$ cat src/rtl/sync_fifo_param.sv
// ============================================================================
//  Module   : sync_fifo_param
//  Brief    : Parametrised single-clock FIFO with a full-depth occupancy
//             counter, same-cycle read/write, programmable almost-full /
//             almost-empty thresholds, synchronous flush and registered
//             overflow/underflow reporting.
//  Options  : SYNC_FIFO_STICKY_ERR_EN - when defined, overflow/underflow
//             latch high until reset or flush; otherwise they pulse for one
//             cycle after each rejected request.
//  Revision : 1.0 - initial release
// ============================================================================
`default_nettype none

module sync_fifo_param #(
  parameter int DATA_WIDTH = 32,
  parameter int ADDR_WIDTH = 4,
  parameter int AF_LEVEL   = 2**ADDR_WIDTH - 2,
  parameter int AE_LEVEL   = 2
) (
  input  logic                  clk,
  input  logic                  reset,
  input  logic                  flush,
  input  logic                  wr_en,
  input  logic [DATA_WIDTH-1:0] data_in,
  input  logic                  rd_en,
  output logic [DATA_WIDTH-1:0] data_out,
  output logic                  rd_valid,
  output logic                  full,
  output logic                  empty,
  output logic                  almost_full,
  output logic                  almost_empty,
  output logic [ADDR_WIDTH:0]   data_counter,
  output logic                  overflow,
  output logic                  underflow
);

  localparam int                c_DEPTH     = 2**ADDR_WIDTH;
  localparam logic [ADDR_WIDTH:0] c_DEPTH_CNT = (ADDR_WIDTH+1)'(c_DEPTH);
  localparam logic [ADDR_WIDTH:0] c_AF_LEVEL  = (ADDR_WIDTH+1)'(AF_LEVEL);
  localparam logic [ADDR_WIDTH:0] c_AE_LEVEL  = (ADDR_WIDTH+1)'(AE_LEVEL);

  // Storage: not reset, only ever read at positions that were written.
  logic [DATA_WIDTH-1:0] mem_q [c_DEPTH];

  logic [ADDR_WIDTH-1:0] wr_ptr_q, wr_ptr_d;
  logic [ADDR_WIDTH-1:0] rd_ptr_q, rd_ptr_d;
  logic [ADDR_WIDTH:0]   count_q,  count_d;
  logic [DATA_WIDTH-1:0] data_out_q, data_out_d;
  logic                  rd_valid_q, rd_valid_d;
  logic                  overflow_q, overflow_d;
  logic                  underflow_q, underflow_d;

  logic w_full;
  logic w_empty;
  logic w_wr_accept;
  logic w_rd_accept;

  // Flags decode the occupancy counter only; full/empty come from pre-edge state,
  // so a full FIFO never accepts a write and an empty one never a read.
  assign w_full  = (count_q == c_DEPTH_CNT);
  assign w_empty = (count_q == '0);

  // Flush suppresses both requests in the cycle it is asserted.
  assign w_wr_accept = wr_en & ~w_full  & ~flush;
  assign w_rd_accept = rd_en & ~w_empty & ~flush;

  // Next-state computation for pointers, occupancy, read port and error flags.
  always_comb begin
    wr_ptr_d    = wr_ptr_q;
    rd_ptr_d    = rd_ptr_q;
    count_d     = count_q;
    data_out_d  = data_out_q;
    rd_valid_d  = 1'b0;
    overflow_d  = 1'b0;
    underflow_d = 1'b0;

    if (flush) begin
      // Memory and data_out deliberately keep their contents.
      wr_ptr_d = '0;
      rd_ptr_d = '0;
      count_d  = '0;
    end else begin
      if (w_wr_accept) begin
        wr_ptr_d = wr_ptr_q + ADDR_WIDTH'(1);
      end
      if (w_rd_accept) begin
        rd_ptr_d   = rd_ptr_q + ADDR_WIDTH'(1);
        data_out_d = mem_q[rd_ptr_q];
        rd_valid_d = 1'b1;
      end
      case ({w_wr_accept, w_rd_accept})
        2'b10:   count_d = count_q + (ADDR_WIDTH+1)'(1);
        2'b01:   count_d = count_q - (ADDR_WIDTH+1)'(1);
        default: count_d = count_q;
      endcase
`ifdef SYNC_FIFO_STICKY_ERR_EN
      overflow_d  = overflow_q  | (wr_en & w_full);
      underflow_d = underflow_q | (rd_en & w_empty);
`else
      overflow_d  = wr_en & w_full;
      underflow_d = rd_en & w_empty;
`endif
    end
  end

  // Control and read-port state, cleared asynchronously by reset.
  always_ff @(posedge clk or posedge reset) begin
    if (reset) begin
      wr_ptr_q    <= '0;
      rd_ptr_q    <= '0;
      count_q     <= '0;
      data_out_q  <= '0;
      rd_valid_q  <= 1'b0;
      overflow_q  <= 1'b0;
      underflow_q <= 1'b0;
    end else begin
      wr_ptr_q    <= wr_ptr_d;
      rd_ptr_q    <= rd_ptr_d;
      count_q     <= count_d;
      data_out_q  <= data_out_d;
      rd_valid_q  <= rd_valid_d;
      overflow_q  <= overflow_d;
      underflow_q <= underflow_d;
    end
  end

  // Storage write port.
  always_ff @(posedge clk) begin
    if (w_wr_accept) begin
      mem_q[wr_ptr_q] <= data_in;
    end
  end

  assign data_out     = data_out_q;
  assign rd_valid     = rd_valid_q;
  assign data_counter = count_q;
  assign full         = w_full;
  assign empty        = w_empty;
  assign almost_full  = (count_q >= c_AF_LEVEL);
  assign almost_empty = (count_q <= c_AE_LEVEL);
  assign overflow     = overflow_q;
  assign underflow    = underflow_q;

endmodule

`default_nettype wire

$ cat config.mk
export PLATFORM = sky130hd
export DESIGN_NAME = sync_fifo_param
export DESIGN_NICKNAME = d
export VERILOG_FILES = /design/src/rtl/sync_fifo_param.sv
export SDC_FILE = /design/constraint.sdc
export NUM_CORES = 1
export LEC_CHECK = 0
export ABC_AREA = 1
export ABC_CLOCK_PERIOD_IN_PS = 6080
export BUFFER_PORTS_ARGS = -buffer_cell sky130_fd_sc_hd__buf_4
export CAP_MARGIN = 20
export CORE_ASPECT_RATIO = 0.75
export CORE_UTILIZATION = 40
export DETAILED_ROUTE_END_ITERATION = 10
export HOLD_SLACK_MARGIN = 0.02
export SYNTH_ARGS = -nofsm -noshare
export SYNTH_HDL_FRONTEND = slang
export SYNTH_SLANG_ARGS = --single-unit
$ cat constraint.sdc
create_clock -name clk -period 6.08 [get_ports clk]
set_input_delay 1.52 -clock clk [delete_from_list [all_inputs] [get_ports clk]]
set_output_delay 1.52 -clock clk [all_outputs]
set_load 0.05 [all_outputs]
* Word level (Yosys, flattened, before mapping)
Memory sizes are Yosys's and may differ from the RTL's. A register that Yosys moved wholly into a read port is not among the register bits. Cells that the tools add are included.
Word-level totals: bits in registers 16, RAM bits 512, input port bits 37, output and inout bits 44, word-level logic and storage cells 42, memories 1
Operators by class: add/subtract/negate cells 4, $lt $le $gt $ge 2, equality and inequality tests 3, muxes and demuxes 12, bitwise logic cells 9, reduce and logical (&&, ||, !) cells 5
Memory list:
- mem_q | words 16, bits a word 32, read ports 1, clocked after Yosys merged registers in 1, wr ports 1, RTL line 43 | logic [DATA_WIDTH-1:0] mem_q [c_DEPTH];
Operator list (count):
- 4-bit two-way mux | 4
- 5-bit one-hot mux with 2 select lines | 1
- 4-bit by 1-bit adder with 4-bit output, second input constant | 2
- 1-bit AND | 6
- 1-bit two-way mux | 6
- 5-bit by 1-bit adder with 5-bit output, second input constant | 1
- 5-bit == test, second input constant | 1
- 5-bit by 4-bit greater-or-equal comparator with 1-bit output, second input constant | 1
- 5-bit by 2-bit <= comparator with 1-bit output, second input constant | 1
- 5-bit logical NOT | 1
- 5-bit two-way mux | 1
- 5-bit by 1-bit subtractor with 5-bit output, second input constant | 1
- 2-bit nonzero test | 2
- 1-bit inverter | 3
- 3-bit nonzero test | 1
- 2-bit by 1-bit == test with 1-bit output, second input constant | 1
- 2-bit == test, second input constant | 1
- 2-bit AND reduction | 1

* Depth between registers and ports, before layout
Gate-level depths: netlist of the first run.
depth in word-level cells 7, gate-level depth with buffers 16, depth with buffers taken out 15

* Least setup slack after synthesis of the first run
Ideal clock, no wire load.
kind input-to-reg, from in wr_en, to mem mem_q[0][0], enable pin, library setup time 0.421 ns, arrival time 3.366 ns, data required time 5.659 ns, path slack 2.293 ns, cell stages on the path 6, buffers on the path 0, cells stage by stage inv_1 > nor2_1 > nand2_2 > inv_1 > nand2_1 > nor2_1
Between the ends: longest elaborated chain between the ends 4
Ends and longest elaborated chain:
- start: declaration | RTL line 23 | input logic wr_en,
- 1-bit AND (2 in a row) | RTL line 64 | assign w_wr_accept = wr_en & ~w_full & ~flush;
- 1-bit two-way mux | RTL line 129 | if (w_wr_accept) begin
- 1-bit two-way mux (implied by the code) | RTL line 130 | mem_q[wr_ptr_q] <= data_in;
- end: declaration | RTL line 43
No other way between the ends.

==> flow_summary.toml, run 1 <==
[status]
status = "finished clean"

[placement]
portBuffers = 80
place.gp.congestion = 0.843
placed_cells = 2307
pre_cts_slack_ns = 2.30
dp_hpwl_um = 35100

[power_and_ir_drop]
p_leak_uw = 0.00822
peakVddDrop_v = 0.000341
power.density_nw_per_um2 = 429

[synth]
synth_top_flop_cell = "edfxtp_1"
synth_top_cell_by_area = "edfxtp_1"
yosys_register_bits = 560
ys_seq_area_share_pct = 75.9
synth-simple-area-share_pct = 8.29
synth_top_cell_area_share_pct = 70.4
synth_xor_area_share_pct = 0.120
synthTopCellsByCount = "edfxtp_1, nor2_1, o21ai_0, o221ai_1, nand3_1"
syn-cell-area_um2 = 21800
synth.most_common_cell = "edfxtp_1"
synth_edf_count = 512
synth.lib_cells_used.distinct = 33
synth_top_family_by_area = "compound AO/OA/AOI/OAI gates"
synth_nets = 1655
syn_avg_cell_area_um2 = 13.6
synth_area_leaders = "edfxtp_1, o21ai_0, nor2_1, dfrtp_1, o221ai_1"
synthMuxAreaShare_pct = 0
ys_warn_count = 0
async_flop_share_pct = 8.57
syn_inst = 1611
synth_fa_ha_area_share_pct = 0.401
synth-compound-area-share_pct = 12.3

[die]
num_io_pins = 81
die_w_um = 272
rows = 73
die_area_um2 = 55600
initial_core_util_pct = 40.9
coreArea_um2 = 53400
dieHeight_um = 204

[routing]
wl_um = 59300
firstDrtPassIters = 5
wl_per_cell_um = 24.6
route.detailed.drc = 0
ant_nets = 0
via_per_inst = 5.70
vias = 13800
first_iter_violations = 1630

[timing]
layout_setup_ws_ns = 2.35
rsz0062_at_grt = "no"
drv_slew = 0
hold_viol_final = 0
tightestPinTransition_ns = 1.12
setup_tns_ns = 0
post-route-min-period_ns = 3.73
min_period_over_period_pct = 61.3
max_slew_margin_pct = 25.2
clock_skew_ns = 0.0188
clock.fmax_ghz = 0.268
setup_viol_count_final = 0

[final_layout]
fin_cells = 2415
seqCellArea_um2 = 16600
fin_nets = 1703
area_growth_pct = 14.4
drive_above_1_share_pct = 12.4
fillers = 4675
multiInputGateArea_um2 = 4730
finalCoreUtilization_pct = 46.8

[cts]
cts.root.buffer_cell = "clkbuf_16"
cts-resized-gates = 0
cts_tree = "done"
clk_pin_slew_worst_paths_ns = 0.07
cts_hold_buf = 0
cts_max_level = 2
clock_path_buffers = 3
cts_sinks = 560
cts_made_buffers = 54
post_cts_buffers = 0
clock_latency_ns = 0.61

[worst_setup_path]
cpLargestDelayFamily = "buffers and inverters"
start_kind = "flip-flop"
crit_chain = "clkinv_2 -> buf_4 -> o21ai_0 -> o22ai_1 -> nor2_1 -> nor2_1 -> o21ai_1 -> a31oi_1"
slowest_stage = "dfrtp_4"
max_stage_delay_ns = 1.08
crit_fanout = 84
crit_type = "flip-flop to flip-flop"
endpoint_kind = "flip-flop"
worstPathArrival_ns = 4.21
cp_common_cell = "nor2_1"
cp.required_ns = 6.56
crit_buf_inv = 2

[global_routing]
grt_pass1_vias = 12700
track_usage_pct = 21.4
grt_antenna_before_repair = 2
grt_max_degree = 192
grt_pass1_wl_um = 86900
overflow = 0

[worst_hold_path]
hold_path_class = "flip-flop to flip-flop"

[job]
maxCapViolCount = 0
metrics by stage:
stage	power (µW)	cell area, µm²	hold slack [ns]
final	10700	25000	0.557
after global routing	11200	25000	0.577
after CTS	10800	24800	0.560
after detailed placement	7490	23100	0.552
after global placement	7460	23000	0.545
after floorplan	6500	21800	0.575
cell type report:
class / instances / area share [%]
sequential: 560 / 66.4
multi-input combinational: 913 / 18.9
clock buffer: 70 / 5.73
timing repair buffer: 104 / 3.83
tap: 712 / 3.56
clock inverter: 29 / 1.15
inverter: 26 / 0.416
antenna: 1 / 0.0100
state kept, by name (all words and copies together), names as in the netlist:
name and cells:
mem_q 512, data_out 32, data_counter 5, rd_ptr_q 4, wr_ptr_q 4, overflow 1, rd_valid 1, underflow 1
metal layers:
layer,vias to the layer above,GRT usage (%),wire (µm)
met1,6976,33.6,27800
li1,6175,-,-
met4,0,5.30,1060
met5,-,0,0
met2,556,30.5,25600
met3,69,3.64,4840
where the power goes:
| group | internal (µW) | switching (µW) | leakage, µW |
|---|---|---|---|
| sequential | 4380 | 237 | 0.00517 |
| clock | 1870 | 1420 | 0.000836 |
| combinational | 739 | 2080 | 0.00222 |
path summary, 6_finish.rpt:
| kind | from | slack, ns | cells past startpoint | end |
|---|---|---|---|---|
| setup / recovery | rd_ptr_q[1] | 2.35 | 8 | data_out[26] |
| hold / removal | data_out[21] | 0.56 | 2 | data_out[21] |
| setup reg to reg | rd_ptr_q[1] | 2.35 | 8 | data_out[26] |
| hold reg to reg | data_out[21] | 0.56 | 2 | data_out[21] |
| max in group asynchronous | reset | 4.28 | 3 | rd_ptr_q[1] |
| min in group asynchronous | reset | 1.16 | 3 | data_out[10] |
cells in the final DEF (no fill, tap or decap), drive strengths merged, types with 29 or more instances in the layout:
| cell type | instances |
|---|---|
| buf | 104 |
| nor2 | 348 |
| nand2 | 42 |
| o21ai | 285 |
| o22ai | 39 |
| o221ai | 90 |
| edfxtp | 512 |
| clkbuf | 70 |
| dfrtp | 48 |
| inv | 29 |
| nand3 | 58 |
| a31oi | 32 |
worst register-to-register path, stage by stage, from the launching register on:
cell,delay (ns)
dfrtp_4,1.08
clkinv_2,1.05
buf_4,0.59
o21ai_0,0.14
o22ai_1,0.21
nor2_1,0.15
nor2_1,0.08
o21ai_1,0.19
a31oi_1,0.12
kinds of logic after synthesis:
logic type | Yosys count
flip-flops | 560
AND/OR/NAND/NOR | 453
AO/OA/AOI/OAI | 450
buffers and inverters | 138
adder cells (fa/ha/maj) | 7
XOR/XNOR | 3
Note: power is estimated with default switching activity, not from simulation.
==> run 2: changes to the inputs <==
--- a/config.mk
+++ b/config.mk
@@ -6,7 +6,7 @@
 export NUM_CORES = 1
 export LEC_CHECK = 0
 export ABC_AREA = 1
-export ABC_CLOCK_PERIOD_IN_PS = 6080
+export ABC_CLOCK_PERIOD_IN_PS = 3800
 export BUFFER_PORTS_ARGS = -buffer_cell sky130_fd_sc_hd__buf_4
 export CAP_MARGIN = 20
 export CORE_ASPECT_RATIO = 0.75
==> constraint.sdc (replaced) <==
create_clock -name clk -period 3.8 [get_ports clk]
set_input_delay 0.95 -clock clk [delete_from_list [all_inputs] [get_ports clk]]
set_output_delay 0.95 -clock clk [all_outputs]
set_load 0.05 [all_outputs]
==> run 2 against run 1 <==
  * Clock power increased by 54%
  * First-iteration DRC count increased by 3.1%
  * Via count increased by 0.50%
  * Sequential share of layout area decreased by 0.30 points
  * Power increased by 57%
  * Hold slack got worse by 0.059 ns
  * Clock skew increased by 0.016 ns
  * Critical path depth decreased by 2
  * Core utilization increased by 0.21 points
  * Flip-flop and latch count unchanged
  * Largest cell class unchanged
  * Largest power group unchanged
  * Highest routed layer unchanged
==> flow_summary.toml, run 2 (synthesis results as in run 1) <==
[global_routing]
grt_antenna_before_repair = 0
grt_max_degree = 213
grt_pass1_wl_um = 85200
overflow = 0
grt_pass1_vias = 13000
track_usage_pct = 20.7

[status]
status = "finished clean"

[routing]
first_iter_violations = 1681
route.detailed.drc = 0
vias = 13800
wl_um = 57600
firstDrtPassIters = 5
via_per_inst = 5.69
wl_per_cell_um = 23.7
ant_nets = 0

[die]
die_area_um2 = 55600
initial_core_util_pct = 40.9
dieHeight_um = 204
coreArea_um2 = 53400
rows = 73
die_w_um = 272
num_io_pins = 81

[timing]
drv_slew = 0
min_period_over_period_pct = 71.7
layout_setup_ws_ns = 1.07
hold_viol_final = 0
tightestPinTransition_ns = 0.910
timing.hold.ws_ns = 0.497
clock_skew_ns = 0.0352
rsz0062_at_grt = "no"
clock.fmax_ghz = 0.367
setup_tns_ns = 0
post-route-min-period_ns = 2.73
setup_viol_count_final = 0
max_slew_margin_pct = 39.3

[worst_setup_path]
crit_fanout = 38
r2r-start = "rd_ptr_q[1]"
cp.required_ns = 4.32
worstPathArrival_ns = 3.24
r2r-end = "data_out[15]"
start_kind = "flip-flop"
critPathLaunch = "rd_ptr_q[1]"
endpoint_kind = "flip-flop"
reg2reg_slack_ns = 1.07
crit_type = "flip-flop to flip-flop"
reg2reg_depth = 6

[cts]
clock_latency_ns = 0.61
cts_tree = "done"
cts_sinks = 560
cts-resized-gates = 0
cts_hold_buf = 0
post_cts_buffers = 0
cts_max_level = 2
cts.root.buffer_cell = "clkbuf_16"
cts_made_buffers = 53
clock_path_buffers = 3
clk_pin_slew_worst_paths_ns = 0.07

[final_layout]
drive_above_1_share_pct = 13.3
area_growth_pct = 14.9
most-common-layout-cells = "edfxtp_1, nor2_1, o21ai_0"
finalCoreUtilization_pct = 47.0
largest_reg_flops = 512
diodes = 0
fin_nets = 1722
final_common_cell = "edfxtp_1"
largest-register = "mem_q"
design_area_um2 = 25100

[placement]
place.gp.congestion = 0.787
portBuffers = 80
dp_hpwl_um = 34200
pre_cts_slack_ns = 0.822
placed_cell_area_um2 = 23500

[power_and_ir_drop]
clockPowerShare_pct = 30.1
combinationalPowerShare_pct = 26.9
p_leak_uw = 0.00830
peakVddDrop_v = 0.000549
power.density_nw_per_um2 = 671
p_int_uw = 11100
power_frac_seq_pct = 43.0
p_switching_uw = 5760
swShare_pct = 34.2

[job]
maxCapViolCount = 0

[worst_hold_path]
hold_path_class = "input pin to async pin"
-- run 2: cell count changes in the layout (fill, tap and decap cells not counted), sizes merged --
cell / delta
buf: +20
clkbuf: +10
bufinv: -4
clkinv: -4
inv: -3
clkinvlp: -1
diode: -1
-- run 2: cell type report --
class / count / area (µm²)
inverters: 26 / 104
well taps: 712 / 891
clock inverters: 17 / 130
repair buffers: 124 / 1140
clock buffers: 80 / 1520
fillers: 4633 / 28300
flip-flops and latches: 560 / 16600
multi-input cells: 913 / 4730
-- run 2: critical path, stage by stage (launching register included) --
cell      delay, ns
dfrtp_4        0.67
clkinv_2       0.41
buf_4          0.44
o21ai_0        0.17
o221ai_1       0.38
nand3_1        0.27
a31oi_1        0.23
-- run 2: per-stage QoR --
step / instances / power, µW
after detailed placement: 2335 / 11900
after global routing: 2432 / 17500
after global placement: 2335 / 11800
after floorplan: 1611 / 10400
after CTS: 2432 / 16900
final: 2432 / 16800
-- run 2: power groups by stage --
stage          combinational [µW]  sequential, µW  clock (µW)
4_1_cts                      4540            7250        5150
5_1_grt                      4890            7270        5390
2_1_floorplan                2460            7950           0
6_report                     4520            7240        5070
3_3_place_gp                 4460            7370           0
3_5_place_dp                 4530            7380           0
-- run 2: how the worst max path moves through the flow --
stage	cells past startpoint	to	slack, ns
after floorplan	6	mem_q[0][0]	0.58
after global placement	8	mem_q[14][23]	0.80
after detailed placement	7	mem_q[14][19]	0.82
after CTS	6	data_out[15]	1.09
after global routing	6	data_out[15]	0.97
final	6	data_out[15]	1.07
-- run 2: metal layers --
layer | GRT usage [%] | wire length [µm] | share of wire (%) | vias to the layer above
li1 | - | - | - | 6200
met1 | 31.1 | 26200 | 45 | 7001
met2 | 30.7 | 25800 | 45 | 553
met3 | 3.21 | 4100 | 7.1 | 91
met4 | 6.60 | 1570 | 2.7 | 0
met5 | 0 | 0 | 0 | -
